<file path="src/rtl/e15_run_ctrl.sv">
// Run controller for a small processor: ROM loading, RUN/STEP/HALT sequencing, and stop-cause tracking.
// Define E15_BKPT_EN to add the single-address breakpoint (ports bkpt_en, bkpt_addr).
module e15_run_ctrl #(
  parameter int CNT_W   = 8,
  parameter int TIMEOUT = 200
) (
  input  logic             clk,
  input  logic             rst_n,
  input  logic             cmd_valid,
  output logic             cmd_ready,
  input  logic [1:0]       cmd_op,
  input  logic [3:0]       ld_addr,
  input  logic [11:0]      ld_data,
  output logic             rom_we,
  output logic [3:0]       rom_waddr,
  output logic [11:0]      rom_wdata,
  input  logic [3:0]       core_pc,
  input  logic [11:0]      core_instr,
  output logic             core_en,
  output logic             busy,
  output logic             stop_pulse,
  output logic [2:0]       stop_cause,
  output logic [CNT_W-1:0] cycle_cnt,
  output logic             cmd_err
`ifdef E15_BKPT_EN
  ,
  input  logic             bkpt_en,
  input  logic [3:0]       bkpt_addr
`endif
);

  typedef enum logic [2:0] {S_IDLE, S_LOAD, S_RUN, S_STEP, S_STOPPED} state_t;

  localparam logic [1:0] OP_LOAD = 2'b00;
  localparam logic [1:0] OP_RUN  = 2'b01;
  localparam logic [1:0] OP_STEP = 2'b10;
  localparam logic [1:0] OP_HALT = 2'b11;

  localparam logic [2:0] CAUSE_NONE    = 3'b000;
  localparam logic [2:0] CAUSE_STEP    = 3'b001;
  localparam logic [2:0] CAUSE_HINSTR  = 3'b010;
  localparam logic [2:0] CAUSE_TIMEOUT = 3'b011;
  localparam logic [2:0] CAUSE_HOST    = 3'b100;
  localparam logic [2:0] CAUSE_BKPT    = 3'b101;

  localparam logic [CNT_W:0] TIMEOUT_W = (CNT_W+1)'(TIMEOUT);

  state_t     state;
  logic       ret_stopped;
  logic       core_en_q;
  logic       accept;
  logic       bkpt_hit;
  logic       en_eff;
  logic       halt_instr;
  logic       timeout_hit;
  logic       host_halt;
  logic       stop_now;
  logic [2:0] stop_code;
  logic       unused_bits;

`ifdef E15_BKPT_EN
  logic first_q;
  // The first instruction of a RUN may sit on the breakpoint; first_q lets it execute.
  assign bkpt_hit    = (state == S_RUN) && bkpt_en && (core_pc == bkpt_addr) && !first_q;
  assign unused_bits = ^core_instr[7:4];
`else
  assign bkpt_hit    = 1'b0;
  assign unused_bits = ^{core_instr[7:4], core_pc};
`endif

  // A breakpoint must suppress the very edge at which the PC reaches it, so it gates
  // the registered enable; without breakpoints core_en is purely the flop.
  assign en_eff    = core_en_q & ~bkpt_hit;
  assign core_en   = en_eff;
  assign cmd_ready = (state == S_IDLE) || (state == S_STOPPED) || (state == S_RUN);
  assign busy      = (state == S_LOAD) || (state == S_RUN) || (state == S_STEP);
  assign accept    = cmd_valid && cmd_ready;

  always_comb begin
    // NOTE: every combinational output gets a default first so no path infers a latch.
    stop_now    = 1'b0;
    stop_code   = CAUSE_NONE;
    host_halt   = accept && (state == S_RUN) && (cmd_op == OP_HALT);
    halt_instr  = en_eff && (state == S_RUN) &&
                  (core_instr[11:8] == 4'b0000) && (core_instr[3:0] == 4'b0000);
    timeout_hit = en_eff && (state == S_RUN) && (({1'b0, cycle_cnt} + 1'b1) == TIMEOUT_W);
    if (host_halt) begin
      stop_now  = 1'b1;
      stop_code = CAUSE_HOST;
    end else if (bkpt_hit) begin
      stop_now  = 1'b1;
      stop_code = CAUSE_BKPT;
    end else if (halt_instr) begin
      stop_now  = 1'b1;
      stop_code = CAUSE_HINSTR;
    end else if (timeout_hit) begin
      stop_now  = 1'b1;
      stop_code = CAUSE_TIMEOUT;
    end
  end

  // NOTE: sequential state uses non-blocking assignments so every flop samples pre-edge values.
  always_ff @(posedge clk or negedge rst_n) begin
    if (!rst_n) begin
      state       <= S_IDLE;
      ret_stopped <= 1'b0;
      core_en_q   <= 1'b0;
      rom_we      <= 1'b0;
      rom_waddr   <= '0;
      rom_wdata   <= '0;
      stop_pulse  <= 1'b0;
      stop_cause  <= CAUSE_NONE;
      cycle_cnt   <= '0;
      cmd_err     <= 1'b0;
`ifdef E15_BKPT_EN
      first_q     <= 1'b0;
`endif
    end else begin
      rom_we     <= 1'b0;
      stop_pulse <= 1'b0;
      cmd_err    <= 1'b0;
      if (en_eff && (cycle_cnt != '1)) cycle_cnt <= cycle_cnt + 1'b1;

      case (state)
        S_IDLE, S_STOPPED: begin
          if (accept) begin
            case (cmd_op)
              OP_LOAD: begin
                rom_we      <= 1'b1;
                rom_waddr   <= ld_addr;
                rom_wdata   <= ld_data;
                ret_stopped <= (state == S_STOPPED);
                state       <= S_LOAD;
              end
              OP_RUN: begin
                cycle_cnt  <= '0;
                stop_cause <= CAUSE_NONE;
                core_en_q  <= 1'b1;
                state      <= S_RUN;
`ifdef E15_BKPT_EN
                first_q    <= 1'b1;
`endif
              end
              OP_STEP: begin
                cycle_cnt  <= '0;
                stop_cause <= CAUSE_NONE;
                core_en_q  <= 1'b1;
                state      <= S_STEP;
              end
              default: ;
            endcase
          end
        end
        S_LOAD: state <= ret_stopped ? S_STOPPED : S_IDLE;
        S_STEP: begin
          core_en_q  <= 1'b0;
          stop_cause <= CAUSE_STEP;
          stop_pulse <= 1'b1;
          state      <= S_STOPPED;
        end
        S_RUN: begin
`ifdef E15_BKPT_EN
          if (en_eff) first_q <= 1'b0;
`endif
          if (accept && (cmd_op != OP_HALT)) cmd_err <= 1'b1;
          if (stop_now) begin
            core_en_q  <= 1'b0;
            stop_cause <= stop_code;
            stop_pulse <= 1'b1;
            state      <= S_STOPPED;
          end
        end
        default: state <= S_IDLE;
      endcase
    end
  end

endmodule

</file>
<file path="config.mk">
export PLATFORM = sky130hd
export DESIGN_NAME = e15_run_ctrl
export DESIGN_NICKNAME = d
export VERILOG_FILES = /design/src/rtl/e15_run_ctrl.sv
export SDC_FILE = /design/constraint.sdc
export NUM_CORES = 1
export LEC_CHECK = 0
export ABC_AREA = 0
export BUFFER_PORTS_ARGS = -buffer_cell sky130_fd_sc_hd__buf_2
export CAP_MARGIN = 5
export CORE_ASPECT_RATIO = 1.1
export CORE_MARGIN = 8
export CORE_UTILIZATION = 33
export CTS_BUF_LIST = sky130_fd_sc_hd__clkbuf_8
export CTS_CLUSTER_DIAMETER = 120
export DETAILED_ROUTE_END_ITERATION = 8
export SKIP_LAST_GASP = 1
export SLEW_MARGIN = 10
export SYNTH_ARGS = -nofsm -noshare
export SYNTH_HDL_FRONTEND = slang
export SYNTH_SLANG_ARGS = --single-unit
</file>
<file path="constraint.sdc">
create_clock -name clk -period 1.5 [get_ports clk]
set_input_delay 0.225 -clock clk [delete_from_list [all_inputs] [get_ports clk]]
set_output_delay 0.225 -clock clk [all_outputs]
set_load 0.01 [all_outputs]
</file>
# Yosys cells after proc, flatten, opt, wreduce, memory -nomap -nowiden
# Cells that the tools add are included.
dict set report totals {
  ff_bits 35
  latch_bits 0
  ram_bits 0
  rom_bits 0
  in_bits 37
  out_inout_bits 33
  word_cells 79
  mem_count 0
}
dict set report op_classes {
  add_sub_neg 2
  mul 0
  n_div 0
  n_lt_le_gt_ge 0
  n_eq_ne 14
  shifts 0
  muxes 30
  bitwise_logic 0
  n_reduce_logical 23
}
# operator n
set ops {}
lappend ops {{$mux W8} 4}
lappend ops {{$mux W3} 7}
lappend ops {{$pmux W3 S3} 2}
lappend ops {{$mux W1} 12}
lappend ops {{$pmux W3 S4} 1}
lappend ops {{$add A8 B1 Y9 const B} 1}
lappend ops {{$eq A9 B8 Y1 const B} 1}
lappend ops {{$logic_and A1 B1 Y1} 9}
lappend ops {{$add A8 B1 Y8 const B} 1}
lappend ops {{$logic_not A4 Y1} 2}
lappend ops {{$ne A2 B2 Y1 const B} 4}
lappend ops {{$ne A8 B8 Y1 const B} 1}
lappend ops {{$eq A3 B2 Y1 const B} 2}
lappend ops {{$reduce_and A3 Y1} 2}
lappend ops {{$eq A2 B2 Y1 const B} 2}
lappend ops {{$logic_or A1 B1 Y1} 4}
lappend ops {{$mux W2} 2}
lappend ops {{$ne A4 B1 Y1 const B} 1}
lappend ops {{$reduce_and A4 Y1} 1}
lappend ops {{$reduce_or A2 Y1} 2}
lappend ops {{$eq A3 B1 Y1 const B} 1}
lappend ops {{$eq A3 B3 Y1 const B} 1}
lappend ops {{$logic_not A3 Y1} 1}
lappend ops {{$pmux W1 S3} 1}
lappend ops {{other kinds (4)} 4}

# Logic depth before layout (Yosys ltp)
# Gate-level depths: netlist of run 1.
dict set report depth {
  word_depth 9
  depth_mapped 7
  depth_no_buf 6
}

# Worst setup path after synthesis of run 1
# No wires, ideal clock.
dict set report synth_path {
  path_kind {reg-to-reg}
  start {reg cycle_cnt[0]}
  end {reg stop_cause[1]}
  setup_ps 77
  arrival_ps 1598
  t_required_ps 1423
  setup_slack_ps -175
  path_stages_with_launch 6
  path_buffers 0
  period_less_slack_ps 1675
  cell_sequence {dfrtp_1 > ha_1 > nor3_1 > a31oi_1 > or4b_1 > a21oi_1}
}
dict set report synth_via {
  elab_chain_len 8
  word_cells_on_any_way 13
  cone_classes {add/sub: 1; eq/ne: 2; mux: 8; reduce/logical: 2}
}
# item line_no
set synth_lines {}
lappend synth_lines {{from (decl)} 23} ;# output logic [CNT_W-1:0] cycle_cnt,
lappend synth_lines {{from (signal assigned)} 122} ;# if (en_eff && (cycle_cnt != '1)) cycle_cnt <= cycle_cnt + 1'b1;
lappend synth_lines {{$add A8 B1 Y9 *} 86} ;# timeout_hit = en_eff && (state == S_RUN) && (({1'b0, cycle_cnt} + 1'b1) == TIMEOUT_W);
lappend synth_lines {{$eq A9 B8 Y1 *} 86}
lappend synth_lines {{$logic_and A1 B1 Y1 *} 86}
lappend synth_lines {{$mux W2 or $mux W1 (tied branches)} 96} ;# end else if (timeout_hit) begin
lappend synth_lines {{$mux W2 or $mux W1 (tied branches)} 93} ;# end else if (halt_instr) begin
lappend synth_lines {{$mux W3 or $mux W1 (tied branches)} 87} ;# if (host_halt) begin
lappend synth_lines {{$mux W3 or $ne A2 B2 Y1 (tied branches)} n/a}
lappend synth_lines {{$pmux W3 S3 or $reduce_and A4 Y1 (tied branches)} n/a}
lappend synth_lines {{to (signal assigned)} 168} ;# stop_cause <= stop_code;
lappend synth_lines {{to (decl)} 22} ;# output logic [2:0] stop_cause,
# Mark *: on every way between the ends. The rest lies on a longest branch, timed or not. The select of a mux whose other input is x is not followed.
# A chain may end at the register's enable or synchronous reset.

# Worst setup path after layout of run 1
dict set report layout_path {
  start {reg state[0]}
  end {reg stop_cause[0]}
}
dict set report layout_via {
  elab_chain_len 9
  word_cells_on_any_way 27
  cone_classes {eq/ne: 6; mux: 8; reduce/logical: 13}
}
# item line_no
set layout_lines {}
lappend layout_lines {{from (decl)} 48} ;# state_t state;
lappend layout_lines {{from (signal assigned)} 154} ;# S_LOAD: state <= ret_stopped ? S_STOPPED : S_IDLE;
lappend layout_lines {{$eq A3 B3 Y1 or $logic_not A3 Y1 (tied branches)} {75, 124}}
lappend layout_lines {{$logic_or A1 B1 Y1 (2 in a row)} 75} ;# assign cmd_ready = (state == S_IDLE) || (state == S_STOPPED) || (state == S_RUN);
lappend layout_lines {{$logic_and A1 B1 Y1} 77} ;# assign accept = cmd_valid && cmd_ready;
lappend layout_lines {{$logic_and A1 B1 Y1 (2 in a row)} 83} ;# host_halt = accept && (state == S_RUN) && (cmd_op == OP_HALT);
lappend layout_lines {{$mux W3 or $mux W1 (tied branches)} 87}
lappend layout_lines {{$mux W3 or $ne A2 B2 Y1 (tied branches)} n/a}
lappend layout_lines {{$pmux W3 S3 or $reduce_and A4 Y1 (tied branches)} n/a}
# Several ways; a longest one is shown, not always the timed one. The select of a mux whose other input is x is not followed.

==> results of run 1 <==
state kept, by name, indices dropped and copies added, names as in the netlist:
| name | cells |
|---|---|
| rom_wdata | 12 |
| cycle_cnt | 8 |
| rom_waddr | 4 |
| state | 3 |
| stop_cause | 3 |
| cmd_err | 1 |
| core_en | 1 |
| ret_stopped | 1 |
| rom_we | 1 |
| stop_pulse | 1 |
power breakdown:
group          switching (mW)  internal, mW  total (mW)  leakage (nW)
combinational           0.891          1.04        1.93         0.841
clock                   0.314         0.312       0.626        0.0505
sequential              0.224          1.26        1.49         0.436
total                    1.43          2.62        4.05          1.33
timing repair:
action                                  in CTS  in global routing
pin swaps                                    7                  9
endpoints found under the setup margin      22                 30
hold buffers                                 1                  0
gates resized for setup                      5                 29
setup buffers                                3                  7
endpoints found under the hold margin       15                  0
gates cloned                                 1                  1
final timing paths:
path | slack, ps | start | end | depth (start not counted)
max | -60 | state[0] | stop_cause[0] | 5
min | 170 | ld_data[3] | rom_wdata[3] | 2
max reg2reg | -60 | state[0] | stop_cause[0] | 5
min reg2reg | 500 | rom_waddr[3] | rom_waddr[3] | 1
max in group asynchronous | 640 | rst_n | ret_stopped | 3
min in group asynchronous | 420 | rst_n | rom_wdata[3] | 2
kinds of logic (layout without fill, tap and decap cells):
kind of cell	Yosys count	in the layout	share of synthesized area
mux	19	19	0.123
xor+xnor	4	4	0.0203
fa+ha+maj	6	6	0.0436
flops	35	35	0.508
simple gates	54	54	0.197
buf+inv	8	111	0.0240
compound gates	21	21	0.0842
layout make-up:
class	instances	area, sq um	share of cell area
clock inverters	3	12.5	0.00464
inverters	4	15.0	0.00556
repair buffers	99	663	0.246
flip-flops and latches	35	880	0.326
multi-input cells	104	987	0.366
clock buffers	5	68.8	0.0255
well taps	58	72.6	0.0269
synth_stat cells (2+ instances only):
cell type / count
mux2i_1: 2
and2_2: 2
xnor2_1: 2
inv_1: 4
o31ai_1: 3
nor3b_1: 2
mux2_2: 17
and3_1: 3
a21oi_1: 5
dfrtp_1: 35
buf_2: 3
or3_1: 3
nor3_1: 3
nand3_1: 4
nand2_1: 8
nand4b_1: 2
nor2b_1: 2
o21ai_0: 4
a211oi_1: 2
nor4_4: 2
nor2_1: 12
ha_1: 6
xor2_1: 2
worst register-to-register path, delay by kind of cell (launching register included):
kind	cells	cell delay [ps]
AOI/OAI and AO/OA	2	410
buffers and inverters	2	340
and+or+nand+nor	1	290
DFF	1	410
layer usage:
| layer | vias to the layer above | global-route usage | part of all wire |
|---|---|---|---|
| met5 | - | 0 | 0 |
| met4 | 0 | 0.0267 | 0.0081 |
| met3 | 5 | 0.0500 | 0.079 |
| met2 | 55 | 0.198 | 0.48 |
| met1 | 727 | 0.138 | 0.43 |
| li1 | 733 | - | - |
through the flow:
step                instance area, sq um  setup TNS, ps   util  cells
finish                              2700           -473  0.536    308
global placement                    2360           -773  0.469    289
detailed placement                  2360           -975  0.469    289
global route                        2700          -1500  0.536    308
floorplan                           1790           -254      -    147
CTS                                 2520          -1050  0.501    302
==> run metrics, run 1 <==
RSZ-0062 raised after global routing=true; Worst Path Arrival=1720 ps; Ys Warns=0; max cap viols=0; most used flip-flop cell after synthesis=dfrtp_1; Synth Area per Inst=11.7 sq um; drt drc=0; worst clock skew=1.66 ps; Sink Count=35; DIE WIDTH=84.9 um; Final GP Congestion=0.781; most common cell after layout, fill and taps aside=buf_2; top-level port count=70; Clk Latency, worst-skew pair=280 ps; DRT iter0 DRCs=27; asr flop ratio synth=1.00; Final min period=1560 ps; per-cell routed wire length=15.3 um; final setup margin=-61.5 ps; Area growth syn-to-layout=56.6%; P_leak=1.33 nW; Netlist cell types=42; Final Cycle Share=1.04; cell taking the most area after synthesis=dfrtp_1; Place WS=-224 ps; post-synth net total=190; CTS tree=built; vias per cell=4.94; register area share after synthesis=0.508; fill count=443; most frequent cells in the layout=61 x buf_2, 32 x dfrtp_1, 30 x buf_4; buffers and inverters on the worst path=2; H-Tree Depth=2; vias in the first global route=1608; Site Rows=27; Fmax achieved=640 MHz; final setup violation count=15; Num CTS Buffers=5; Clk pin slew, worst setup/hold paths=70 ps; Crit Path Class=flip-flop to flip-flop; worst IR drop on VDD=0.803 mV; Detailed Place HPWL=3460 um; Worst Path Max Fanout=4; CP Launch Type=flip-flop; Max clock buf depth=2; global-route wire length before repair=7570 um; Root Buffer=clkbuf_8; hold slack=173 ps; mapped cell area=1720 sq um; Pre-antenna DRT Iters=4; Final Hold Fails=0; die height=91.8 um; Tot Pwr=4.05 mW; failing checks=negative setup slack; CP Capture Type=flip-flop; initial core utilization=0.342; share of cells above drive strength 1=0.616; relative slew slack=0.729; Synth Instances=147; WP data required=1660 ps; drt total wl=4710 um; initial antenna violation count=0; vias after detailed routing=1520; Synth area leaders=dfrtp_1 51%, mux2_2 11%, ha_1 4.4%, nor2_1 2.6%, nor4_4 2.5%; EDFF count, synth=0; Crit path largest cell delay=410 ps; fin nets=292; area share of the largest cell type after synthesis=0.508; largest net degree at the start of global routing=21; DRT antenna net count=0; die area=7790 sq um; Seq cells post-synth=35; count of final max-slew check failures=0; outcome=finished, violations left; Port Buffers=61; Worst path top cell family by delay=compound AO/OA/AOI/OAI gates; GR Overflow Total=0; Core Area=5030 sq um; Cell Pwr Density=1500 nW/um^2; Ant. Diodes=0; Crit-path slowest cell=dfrtp_1; cells along the critical path=buf_6 -> nor4bb_2 -> buf_4 -> o22ai_2 -> a221o_1; GRT Total Usage=0.119; Slew @ Worst Pin=406 ps; Hold WC Path Type=primary input to flip-flop
(Power assumes the default switching activity.)
==> run 2: changes to the inputs <==
- ABC_AREA: 0 -> 1
==> run metrics, run 2 <==
max cap viols=0; Crit Path Class=flip-flop to flip-flop; asr flop ratio synth=1.00; RSZ-0062 raised after global routing=true; fill count=547; outcome=finished, violations left; GR Overflow Total=0; failing checks=negative setup slack; Worst Path Arrival=1720 ps; most frequent cells in the layout=81 x nand2_1, 61 x buf_2, 32 x dfrtp_1; Ys Warns=0; Root Buffer=clkbuf_8; Hold WC Path Type=primary input to flip-flop; worst r2r src=cycle_cnt[0]; CP Capture Type=flip-flop; Port Buffers=61; initial antenna violation count=0; area share of the largest cell type after synthesis=0.475; Synth Area per Inst=7.95 sq um; Num CTS Buffers=5; CTS tree=built; Ant. Diodes=0; drt total wl=4680 um; Sink Count=35; Simple-Gate Fraction of Synth Area=0.348; EDFF count, synth=0; worst clock skew=5.78 ps; Pre-antenna DRT Iters=4; CP Launch Type=flip-flop; per-cell routed wire length=11.9 um; DIE WIDTH=87.3 um; vias after detailed routing=1726; Final GP Congestion=0.798; dpl cells=379; final non-filler cell total=393; Synth area leaders=dfrtp_1 47%, nand2_1 18%, inv_1 5.3%, ha_1 4.1%, nor2_1 3.1%; Area growth syn-to-layout=38.5%; post-synth net total=275; Netlist cell types=25; initial core utilization=0.342; area of the multi-input gates=920 sq um; top post-synthesis cells by count=87 x nand2_1, 35 x dfrtp_1, 26 x inv_1; die height=94.4 um; mux contribution to synthesized area=0; worst IR drop on VDD=0.799 mV; Slew @ Worst Pin=568 ps; largest net degree at the start of global routing=26; vias per cell=4.39; cell taking the most area after synthesis=dfrtp_1; Seq cells post-synth=35; Final min period=1530 ps; Clk pin slew, worst setup/hold paths=80 ps; fin nets=360; final setup violation count=6; DRT iter0 DRCs=48; Cell Pwr Density=1990 nW/um^2; Compound-Gate Fraction of Synth Area=0.0678; Worst Path Max Fanout=4; combinational family with the most area after synthesis=simple AND/OR/NAND/NOR gates; Reg with most FFs=rom_wdata; Reg area=880 sq um; count of final max-slew check failures=0; final setup margin=-34.2 ps; Detailed Place HPWL=3570 um; Clk Latency, worst-skew pair=290 ps; GRT Total Usage=0.118; register area share after synthesis=0.475; most used flip-flop cell after synthesis=dfrtp_1; die area=8240 sq um; count leader, synth=nand2_1; P_leak=1.39 nW; global-route wire length before repair=7800 um; drt drc=0; most common cell after layout, fill and taps aside=nand2_1; Final Cycle Share=1.02; vias in the first global route=1743; Post-Synth XOR/XNOR Area=0; hold slack=125 ps; DRT antenna net count=0; Hold Path Origin=ld_addr[0]; top flop regs=rom_wdata x12, cycle_cnt x8, rom_waddr x4; share of cells above drive strength 1=0.399; Fmax achieved=652 MHz; top-level port count=70; relative slew slack=0.622; WP data required=1690 ps; Site Rows=28; Core Area=5400 sq um; Final Hold Fails=0; Max clock buf depth=2; mapped cell area=1850 sq um; CP Launch Point=cycle_cnt[0]; max FFs per register=12; Synth Instances=232; adder-cell share of the synthesized area=0.0407; H-Tree Depth=2
[run 2: changes by cell type in the layout (fill, tap and decap cells not counted), moves of 6 or more]
cell	change
nand2_1	+74
inv_1	+18
buf_4	-13
mux2_4	-10
nand2_2	+10
mux2_2	-7
nor2_4	+6
[run 2: cell families (layout without fill, tap and decap cells)]
| family | after synthesis | after routing |
|---|---|---|
| and+or+nand+nor | 136 | 136 |
| DFF | 35 | 35 |
| buffers and inverters | 32 | 118 |
| AOI/OAI and AO/OA | 23 | 23 |
| adders and majority gates | 6 | 6 |
[run 2: timing repair]
| action | CTS | global route |
|---|---|---|
| hold endpoints to repair | 23 | 0 |
| gates resized for setup | 2 | 19 |
| buffers inserted | 2 | 3 |
| hold buffers | 1 | 0 |
| setup endpoints to repair | 8 | 17 |
| pin swaps | 1 | 6 |
[run 2: report_power, final]
group	switching, mW	internal [mW]	total (mW)
Combinational	1.50	1.15	2.65
Sequential	0.362	1.38	1.74
Clock	0.368	0.323	0.691
[run 2: final cells by class]
type	count	area share
clock inverter	3	0.00783
timing repair buffer	81	0.182
multi-input combinational	165	0.360
tap	75	0.0367
sequential	35	0.344
inverter	29	0.0426
clock buffer	5	0.0269
[run 2: through the flow]
| step | area, sq um | setup TNS, ps | power (mW) | util | setup WS (ps) |
|---|---|---|---|---|---|
| 2_1_floorplan | 1860 | -204 | 3.15 | - | -46.4 |
| 3_3_place_gp | 2350 | -104 | 4.12 | 0.435 | -26.2 |
| 3_5_place_dp | 2350 | -223 | 4.16 | 0.435 | -48.8 |
| 4_1_cts | 2470 | -259 | 4.94 | 0.458 | -52.5 |
| 5_1_grt | 2560 | -1470 | 5.53 | 0.474 | -147 |
| 6_report | 2560 | -177 | 5.08 | 0.474 | -34.2 |
[run 2: critical path, cell delays in order (launching register included)]
cell and delay (ps):
dfrtp_1 400, ha_4 170, inv_1 40, nand2_1 60, nand2_2 80, nor2_4 100
nand3_2 90, nor2_4 110, nand3_4 90, nand2_4 110, nand2_4 70, nand2_1 70
nand2_1 40
[run 2: metal layers]
metal	track usage	vias to the layer above	wire length, um
met5	0	-	0
met4	0.0387	0	49
met3	0.0460	6	367
met2	0.193	56	2160
met1	0.139	770	2110
li1	-	894	-
[run 2: final timing paths]
kind	to	slack, ps	cells after the start
setup / recovery	stop_cause[0]	-30	12
hold / removal	rom_waddr[0]	120	3
setup reg to reg	stop_cause[0]	-30	12
hold reg to reg	stop_cause[0]	470	2
max in group asynchronous	core_en	510	3
min in group asynchronous	rom_waddr[1]	460	2
